### src/rtl/obi_mem_arbiter.sv
// Two-master OBI arbiter sharing one memory port, with grant lock and in-order response routing.
// Define OBI_ARB_ROUND_ROBIN_EN for round-robin contention; default is fixed priority data > instr.
module obi_mem_arbiter #(
    parameter int MAX_OUTSTANDING = 2
) (
    input  logic        clk_i,
    input  logic        rst_i,
    input  logic        instr_req_i,
    input  logic [31:0] instr_addr_i,
    output logic        instr_gnt_o,
    output logic        instr_rvalid_o,
    output logic [31:0] instr_rdata_o,
    input  logic        data_req_i,
    input  logic        data_we_i,
    input  logic [3:0]  data_be_i,
    input  logic [31:0] data_addr_i,
    input  logic [31:0] data_wdata_i,
    output logic        data_gnt_o,
    output logic        data_rvalid_o,
    output logic [31:0] data_rdata_o,
    output logic        mem_req_o,
    output logic        mem_we_o,
    output logic [3:0]  mem_be_o,
    output logic [31:0] mem_addr_o,
    output logic [31:0] mem_wdata_o,
    input  logic        mem_gnt_i,
    input  logic        mem_rvalid_i,
    input  logic [31:0] mem_rdata_i,
    output logic [3:0]  outstanding_o,
    output logic        err_o
);

    localparam int              PW       = (MAX_OUTSTANDING > 1) ? $clog2(MAX_OUTSTANDING) : 1;
    localparam logic [3:0]      MAX_CNT  = 4'(MAX_OUTSTANDING);
    localparam logic [PW-1:0]   LAST_PTR = PW'(MAX_OUTSTANDING - 1);

    typedef enum logic [1:0] {IDLE, LOCK_I, LOCK_D} lock_state_e;

    lock_state_e   r_state, w_state_nxt;
    logic [3:0]    r_count;
    logic [PW-1:0] r_wptr, r_rptr;
    logic          r_ids [MAX_OUTSTANDING];
    logic          r_err;

    logic w_sel_data, w_both_pick, w_full, w_sel_req, w_mem_req;
    logic w_push, w_pop, w_head_data;

    function automatic logic [PW-1:0] ptr_inc(input logic [PW-1:0] p);
        return (p == LAST_PTR) ? '0 : p + 1'b1;
    endfunction

`ifdef OBI_ARB_ROUND_ROBIN_EN
    // Remembers the last granted requester; the other one wins the next contention.
    logic r_last_data;
    always_ff @(posedge clk_i or posedge rst_i) begin
        if (rst_i)       r_last_data <= 1'b0;
        else if (w_push) r_last_data <= w_sel_data;
    end
    assign w_both_pick = ~r_last_data;
`else
    assign w_both_pick = 1'b1;
`endif

    // NOTE: every signal assigned in always_comb gets a default first so no latch is inferred.
    always_comb begin
        w_sel_data = data_req_i;
        case (r_state)
            LOCK_I:  w_sel_data = 1'b0;
            LOCK_D:  w_sel_data = 1'b1;
            default: w_sel_data = (instr_req_i && data_req_i) ? w_both_pick : data_req_i;
        endcase
    end

    // Full is judged on the registered count only, so a pop never frees a slot the same cycle.
    assign w_full      = (r_count >= MAX_CNT);
    assign w_sel_req   = w_sel_data ? data_req_i : instr_req_i;
    assign w_mem_req   = w_sel_req & ~w_full & ~rst_i;
    assign w_push      = w_mem_req & mem_gnt_i;
    assign w_pop       = mem_rvalid_i & (r_count != 4'd0) & ~rst_i;
    assign w_head_data = r_ids[r_rptr];

    assign mem_req_o   = w_mem_req;
    assign mem_we_o    = w_sel_data ? data_we_i    : 1'b0;
    assign mem_be_o    = w_sel_data ? data_be_i    : 4'hF;
    assign mem_addr_o  = w_sel_data ? data_addr_i  : instr_addr_i;
    assign mem_wdata_o = w_sel_data ? data_wdata_i : 32'h0;

    assign instr_gnt_o    = w_push & ~w_sel_data;
    assign data_gnt_o     = w_push & w_sel_data;
    assign instr_rvalid_o = w_pop & ~w_head_data;
    assign data_rvalid_o  = w_pop & w_head_data;
    assign instr_rdata_o  = mem_rdata_i;
    assign data_rdata_o   = mem_rdata_i;
    assign outstanding_o  = r_count;
    assign err_o          = r_err;

    always_comb begin
        w_state_nxt = r_state;
        case (r_state)
            IDLE:           if (w_mem_req && !mem_gnt_i) w_state_nxt = w_sel_data ? LOCK_D : LOCK_I;
            LOCK_I, LOCK_D: if (mem_gnt_i) w_state_nxt = IDLE;
            default:        w_state_nxt = IDLE;
        endcase
    end

    // NOTE: sequential state uses non-blocking assignments so all flops update from pre-edge values.
    always_ff @(posedge clk_i or posedge rst_i) begin
        if (rst_i) begin
            r_state <= IDLE;
            r_count <= 4'd0;
            r_wptr  <= '0;
            r_rptr  <= '0;
            r_err   <= 1'b0;
        end else begin
            r_state <= w_state_nxt;
            if (w_push) r_wptr <= ptr_inc(r_wptr);
            if (w_pop)  r_rptr <= ptr_inc(r_rptr);
            case ({w_push, w_pop})
                2'b10:   r_count <= r_count + 4'd1;
                2'b01:   r_count <= r_count - 4'd1;
                default: r_count <= r_count;
            endcase
            if (mem_rvalid_i && r_count == 4'd0) r_err <= 1'b1;
        end
    end

    // NOTE: the ID storage has no reset; entries are only read while the count marks them valid.
    always_ff @(posedge clk_i) begin
        if (w_push) r_ids[r_wptr] <= w_sel_data;
    end

endmodule

### config.mk
export PLATFORM = sky130hd
export DESIGN_NAME = obi_mem_arbiter
export DESIGN_NICKNAME = d
export VERILOG_FILES = /design/src/rtl/obi_mem_arbiter.sv
export SDC_FILE = /design/constraint.sdc
export NUM_CORES = 1
export LEC_CHECK = 0
export ABC_AREA = 1
export BUFFER_PORTS_ARGS = -buffer_cell sky130_fd_sc_hd__buf_2
export CAP_MARGIN = 20
export CORE_AREA = 4 4 108 110
export CTS_CLUSTER_DIAMETER = 80
export CTS_CLUSTER_SIZE = 20
export DETAILED_ROUTE_END_ITERATION = 8
export DIE_AREA = 0 0 112 114
export SLEW_MARGIN = 0
export SYNTH_ARGS = -nofsm -noshare
export SYNTH_HDL_FRONTEND = slang
export SYNTH_SLANG_ARGS = --single-unit
### constraint.sdc
create_clock -name clk_i -period 2.5 [get_ports clk_i]
set_input_delay 0.125 -clock clk_i [delete_from_list [all_inputs] [get_ports clk_i]]
set_output_delay 0.125 -clock clk_i [all_outputs]
set_load 0.05 [all_outputs]
==> results.py, run 1 <==
metrics = {
    "outcome": {
        "status": "finished, final reports clean",
    },
    "global_routing": {
        "grt_max_degree": 50,
        "antenna_found_initial": 0,
        "grt.total_usage_pct": 9.94,
        "grt_pass1_wl_um": 10500,
        "grt_pass1_vias": 2091,
        "grt_overflow": 0,
    },
    "final_layout": {
        "fill_cells": 1273,
        "antenna_cells": 0,
        "synthToLayoutAreaGrowth_pct": 36.2,
        "multi_input_area_um2": 858,
        "finalNetCount": 592,
        "seq_area_um2": 285,
        "drive_gt1_share_pct": 45.8,
    },
    "detailed_routing": {
        "wl_per_cell_um": 11.8,
        "ant_nets": 0,
        "num_vias": 2149,
        "drt-pass1-iter-count": 4,
        "dr.first_iter.drc_count": 69,
        "via_per_inst": 3.65,
        "drt_wl_total_um": 6930,
        "post-route-drc-count": 0,
    },
    "timing": {
        "drv_slew": 0,
        "rsz0062_at_grt": "false",
        "period_share_pct": 90.9,
        "hold_viol_final": 0,
        "fin_tns_setup_ns": 0,
        "min_period_ns": 2.27,
        "fmax_ghz": 0.440,
        "finalClockSkew_ns": 0.000530,
        "worst_slack_ns": 0.228,
        "setup_violations": 0,
        "worst_slew_pin_slew_ns": 0.379,
        "hold-worst-slack_ns": 0.117,
        "timing.max_slew.rel_slack_pct": 74.7,
    },
    "cts": {
        "ctsHtreeMaxLevel": 1,
        "cts_setup_buffers": 0,
        "cts-resized-gates": 0,
        "cts.sinks": 11,
        "clk_latency_ns": 0.23,
        "cts_buffer_depth": 2,
        "cts-hold-fix-buffers": 1,
        "clk_pin_slew_ns": 0.05,
        "clock-root-buffer": "clkbuf_8",
        "cts_tree": "done",
        "numCtsBuffers": 3,
    },
    "hold_path": {
        "worst_hold_path.num_cells": 2,
        "hold_path.class": "in2reg",
    },
    "power_and_ir_drop": {
        "ir_drop_v": 0.000534,
        "p_leak_nw": 1.72,
        "powerDensity_mw_per_mm2": 1440,
    },
    "synth": {
        "synth_area_leaders": "buf_4 26%, nand2_1 23%, dfrtp_1 12%",
        "ys_types": 23,
        "syn-num-nets": 471,
        "ys_ff_latch": 11,
        "synth_edf_count": 2,
        "synthFlopType": "dfrtp_1",
        "yosys-top-cells-count": "116 x nand2_1, 64 x buf_4, 49 x inv_1",
        "synth-async-reset-ratio_pct": 81.8,
        "yosysSeqAreaShare_pct": 15.4,
        "synth_area_per_cell_um2": 5.66,
        "yosysWarnings": 0,
        "synth_top_area_cell": "buf_4",
        "yosysTopAreaCellShare_pct": 25.9,
        "netlist_instances": 328,
        "yosysMostFrequentCell": "nand2_1",
        "syn_area_mm2": 0.00186,
    },
    "floorplanning": {
        "die_area_mm2": 0.0128,
        "die_width_um": 112,
        "ios": 282,
        "start_util_pct": 17.4,
        "core_mm2": 0.0107,
        "num_rows": 38,
        "die_h_um": 114,
    },
    "worst_setup_path": {
        "worstPathRequired_ns": 2.62,
        "ff2ff_path_depth": 16,
        "crit_end": "outstanding_o[3]",
        "path_max_fanout": 9,
        "r2r_slack_ns": 0.23,
        "cp_data_arrival_time_ns": 2.39,
        "cp-end-kind": "flip-flop",
        "startpoint": "r_state[1]",
        "worstSetupPathType": "reg2reg",
        "timing.rr.end": "outstanding_o[3]",
        "setup.worst_path.start_class": "flip-flop",
        "r2r_start": "r_state[1]",
    },
    "placement": {
        "pre_cts_slack_ns": 0.232,
        "port-buffer-count": 185,
        "dp_hpwl_um": 5940,
        "routabilityCongestion": 0.709,
    },
    "job": {
        "drv_cap": 0,
    },
}
routing by layer:
layer	track usage (%)	share of wire, %	up-vias
li1	-	-	1126
met1	12.0	39	890
met2	18.1	51	116
met3	2.39	9.2	17
met4	1.84	1.2	0
met5	0	0	-
stage by stage:
step                      util, %  instance area (um^2)  power (mW)  std cells
after floorplan                 -                  1860        3.04        328
after global placement       23.1                  2470        3.53        583
after detailed placement     23.1                  2470        3.54        583
after CTS                    23.6                  2530        3.72        588
after global routing         23.6                  2530        3.94        588
final                        23.6                  2530        3.65        588
placed cells by master, fill, tap and decap left out, types with 3 or more instances in the layout:
cell | synthesis | final
buf_2 | 7 | 185
buf_4 | 64 | 3
clkbuf_8 | 0 | 3
dfrtp_1 | 9 | 9
ha_1 | 4 | 4
inv_1 | 49 | 49
nand2_1 | 116 | 116
nand2_2 | 3 | 3
nand3_1 | 7 | 7
nor2_1 | 40 | 40
o21ai_1 | 5 | 5
or2_2 | 4 | 4
xor2_1 | 3 | 3
flip-flops by register name (all words and copies together), names as in the netlist:
signal	count
r_rptr	1
r_state	2
r_wptr	1
r_ids	2
err_o	1
outstanding_o	4
worst max-delay path: stages (launching register included):
cell and delay [ns]:
dfrtp_1 0.36, inv_1 0.05, ha_1 0.29, inv_1 0.07, nand2_1 0.09, nand3_1 0.07
nand2_1 0.12, nand3_4 0.14, ha_1 0.28, xnor2_1 0.28, nor2_2 0.08, nand3_1 0.09
nand2_1 0.05, inv_1 0.06, nand2_1 0.05, nand2_1 0.05, nand2_1 0.05
cells by family after synthesis:
family                     synth area share (%)
buffers and inverters                      38.5
AOI/OAI and AO/OA                          2.56
DFF                                        15.4
adders and majority gates                  2.69
xor gates and xnor gates                   2.36
and+or+nand+nor                            38.6
report_power, final:
part / total [mW] / internal [mW] / switching (mW)
sequential: 0.329 / 0.260 / 0.0688
combinational: 3.15 / 0.693 / 2.46
clock: 0.174 / 0.112 / 0.0622
worst min-delay path by stage:
stage | from | to
after global routing | mem_rvalid_i | err_o
after CTS | mem_rvalid_i | err_o
after global placement | rst_i | err_o
after detailed placement | rst_i | err_o
after floorplan | rst_i | err_o
final | mem_rvalid_i | err_o
area by class of cell:
class,count,share of cell area [%]
Multi-Input combinational cell,193,33.9
Inverter,50,7.42
Tap cell,140,6.92
Timing Repair Buffer,190,38.7
Clock buffer,4,1.78
Sequential cell,11,11.3
Power figures use the tool's default switching activity.
==> inputs of run 2 (changes only) <==
==> constraint.sdc (replaced) <==
create_clock -name clk_i -period 2 [get_ports clk_i]
set_input_delay 0.1 -clock clk_i [delete_from_list [all_inputs] [get_ports clk_i]]
set_output_delay 0.1 -clock clk_i [all_outputs]
set_load 0.05 [all_outputs]
==> results.py, run 2 (synthesis results as in run 1) <==
metrics = {
    "cts": {
        "numCtsBuffers": 3,
        "cts_tree": "done",
        "clk_latency_ns": 0.25,
        "cts.sinks": 11,
        "ctsHtreeMaxLevel": 1,
        "clk_pin_slew_ns": 0.05,
        "clock-root-buffer": "clkbuf_8",
        "cts_buffer_depth": 2,
    },
    "worst_setup_path": {
        "cp_data_arrival_time_ns": 1.93,
        "crit_buf_inv": 6,
        "ff2ff_path_depth": 17,
        "path_cells": "inv_2 -> ha_4 -> inv_4 -> nand2_4 -> buf_4 -> nand2_8 -> clkinv_8 -> buf_12 -> or2_4 -> buf_8",
        "critPathTopFamily": "buffers and inverters",
        "cp-end-kind": "primary output",
        "crit_cells": 10,
        "crit_slowest_cell": "dfrtp_1",
        "path_max_fanout": 6,
        "worstSetupPathType": "reg2out",
        "setup.worst_path.start_class": "flip-flop",
        "slowest_delay_ns": 0.38,
        "worstPathRequired_ns": 1.90,
    },
    "placement": {
        "pre_cts_slack_ns": -0.0287,
        "port-buffer-count": 185,
        "routabilityCongestion": 0.840,
        "dp_hpwl_um": 6810,
        "dp.cells": 590,
    },
    "timing": {
        "setup_violations": 6,
        "min_period_ns": 2.03,
        "fmax_ghz": 0.492,
        "worst_slew_pin_slew_ns": 0.294,
        "rsz0062_at_grt": "true",
        "finalClockSkew_ns": 0.00562,
        "timing.max_slew.rel_slack_pct": 80.3,
        "drv_slew": 0,
        "hold_viol_final": 0,
        "period_share_pct": 102,
        "hold-worst-slack_ns": 0.0820,
        "worst_slack_ns": -0.0338,
    },
    "floorplanning": {
        "die_area_mm2": 0.0128,
        "core_mm2": 0.0107,
        "ios": 282,
        "num_rows": 38,
        "start_util_pct": 17.4,
        "die_h_um": 114,
        "die_width_um": 112,
    },
    "detailed_routing": {
        "ant_nets": 0,
        "highest_layer": "met4",
        "wl_met1_um": 3970,
        "via_per_inst": 3.87,
        "wl_met2_um": 5020,
        "wl_per_cell_um": 15.9,
        "dr.first_iter.drc_count": 97,
        "drt_wl_total_um": 9870,
        "post-route-drc-count": 0,
        "drt-pass1-iter-count": 4,
        "num_vias": 2397,
        "wl_met3_um": 818,
    },
    "final_layout": {
        "mostFrequentLayoutCell": "buf_2",
        "stdcell_count": 619,
        "final_cell_mix": "114 x buf_2, 86 x nand2_1, 57 x buf_6, 44 x inv_1, 31 x nand2_2",
        "finalNetCount": 623,
        "largest_register_ffs": 4,
        "drive_gt1_share_pct": 63.9,
        "antenna_cells": 0,
        "synthToLayoutAreaGrowth_pct": 104,
    },
    "outcome": {
        "status": "complete, but fails checks",
        "violations": "setup timing",
    },
    "job": {
        "drv_cap": 0,
    },
    "global_routing": {
        "grt_max_degree": 35,
        "grt_pass1_wl_um": 12500,
        "grt.total_usage_pct": 12.1,
        "grt_overflow": 0,
        "grt_pass1_vias": 2263,
        "antenna_found_initial": 0,
    },
    "hold_path": {
        "hold_path.class": "in2reg",
        "worst_hold_path.num_cells": 2,
    },
    "power_and_ir_drop": {
        "powerDensity_mw_per_mm2": 1860,
        "p_leak_nw": 2.12,
        "ir_drop_v": 0.000857,
    },
}
[run 2: cell count changes in the layout (fill, tap and decap cells not counted), sizes merged]
cell and delta:
buf +22, inv +1, clkinv +1, clkbuf +7
[run 2: final cells by class]
cell class	count	area, um^2
Multi-Input combinational cell	193	1140
Clock buffer	4	45.0
Timing Repair inverter	2	20.0
Sequential cell	11	289
Fill cell	1155	6910
Tap cell	140	175
Inverter	50	203
Timing Repair Buffer	219	1920
[run 2: per-layer routing]
| layer | GRT usage (%) | vias up |
|---|---|---|
| met4 | 2.32 | 0 |
| met1 | 14.6 | 1061 |
| met5 | 0 | - |
| met2 | 21.8 | 135 |
| li1 | - | 1194 |
| met3 | 3.18 | 7 |
[run 2: power by group]
part	switching, mW	internal [mW]
logic	3.84	2.52
clock network	0.0919	0.141
registers	0.107	0.331
[run 2: worst paths after layout]
| check | startpoint | to | slack (ns) |
|---|---|---|---|
| worst min-delay path | mem_rvalid_i | err_o | 0.08 |
| min in group asynchronous | rst_i | r_rptr | 0.42 |
| worst min register to register | err_o | err_o | 0.46 |
| max in group asynchronous | rst_i | outstanding_o[2] | 1.42 |
| worst max-delay path | r_state[0] | mem_be_o[3] | -0.03 |
| worst max register to register | r_state[1] | outstanding_o[3] | 0 |
[run 2: stage by stage]
| stage | power (mW) | utilization, % | instance area [um^2] | TNS (ns) |
|---|---|---|---|---|
| finish | 7.03 | 35.4 | 3790 | -0.0579 |
| global route | 7.41 | 35.4 | 3790 | -2.67 |
| CTS | 5.40 | 27.5 | 2940 | -0.0774 |
| detailed placement | 4.55 | 23.9 | 2560 | -0.0287 |
| global placement | 4.56 | 23.9 | 2560 | 0 |
| floorplan | 3.81 | - | 1880 | 0 |
[run 2: repair_timing]
| item | CTS | global route |
|---|---|---|
| gates resized for setup | 96 | 168 |
| pin swaps | 2 | 37 |
| buffers inserted | 4 | 8 |
| gates cloned | 1 | 12 |
| hold endpoints to repair | 9 | 0 |
| hold buffers | 1 | 0 |
| setup endpoints to repair | 72 | 74 |
[run 2: worst register-to-register path: stages (launching register included)]
cell	delay [ns]
dfrtp_1	0.36
inv_2	0.06
ha_4	0.28
inv_4	0.05
nand2_4	0.05
nand3_2	0.06
nand2_2	0.09
nand3_4	0.08
ha_4	0.18
buf_4	0.15
xnor2_4	0.15
nor2_2	0.05
nand3_1	0.07
nand2_1	0.06
inv_2	0.06
nand2_2	0.05
nand2_2	0.04
nand2_1	0.04
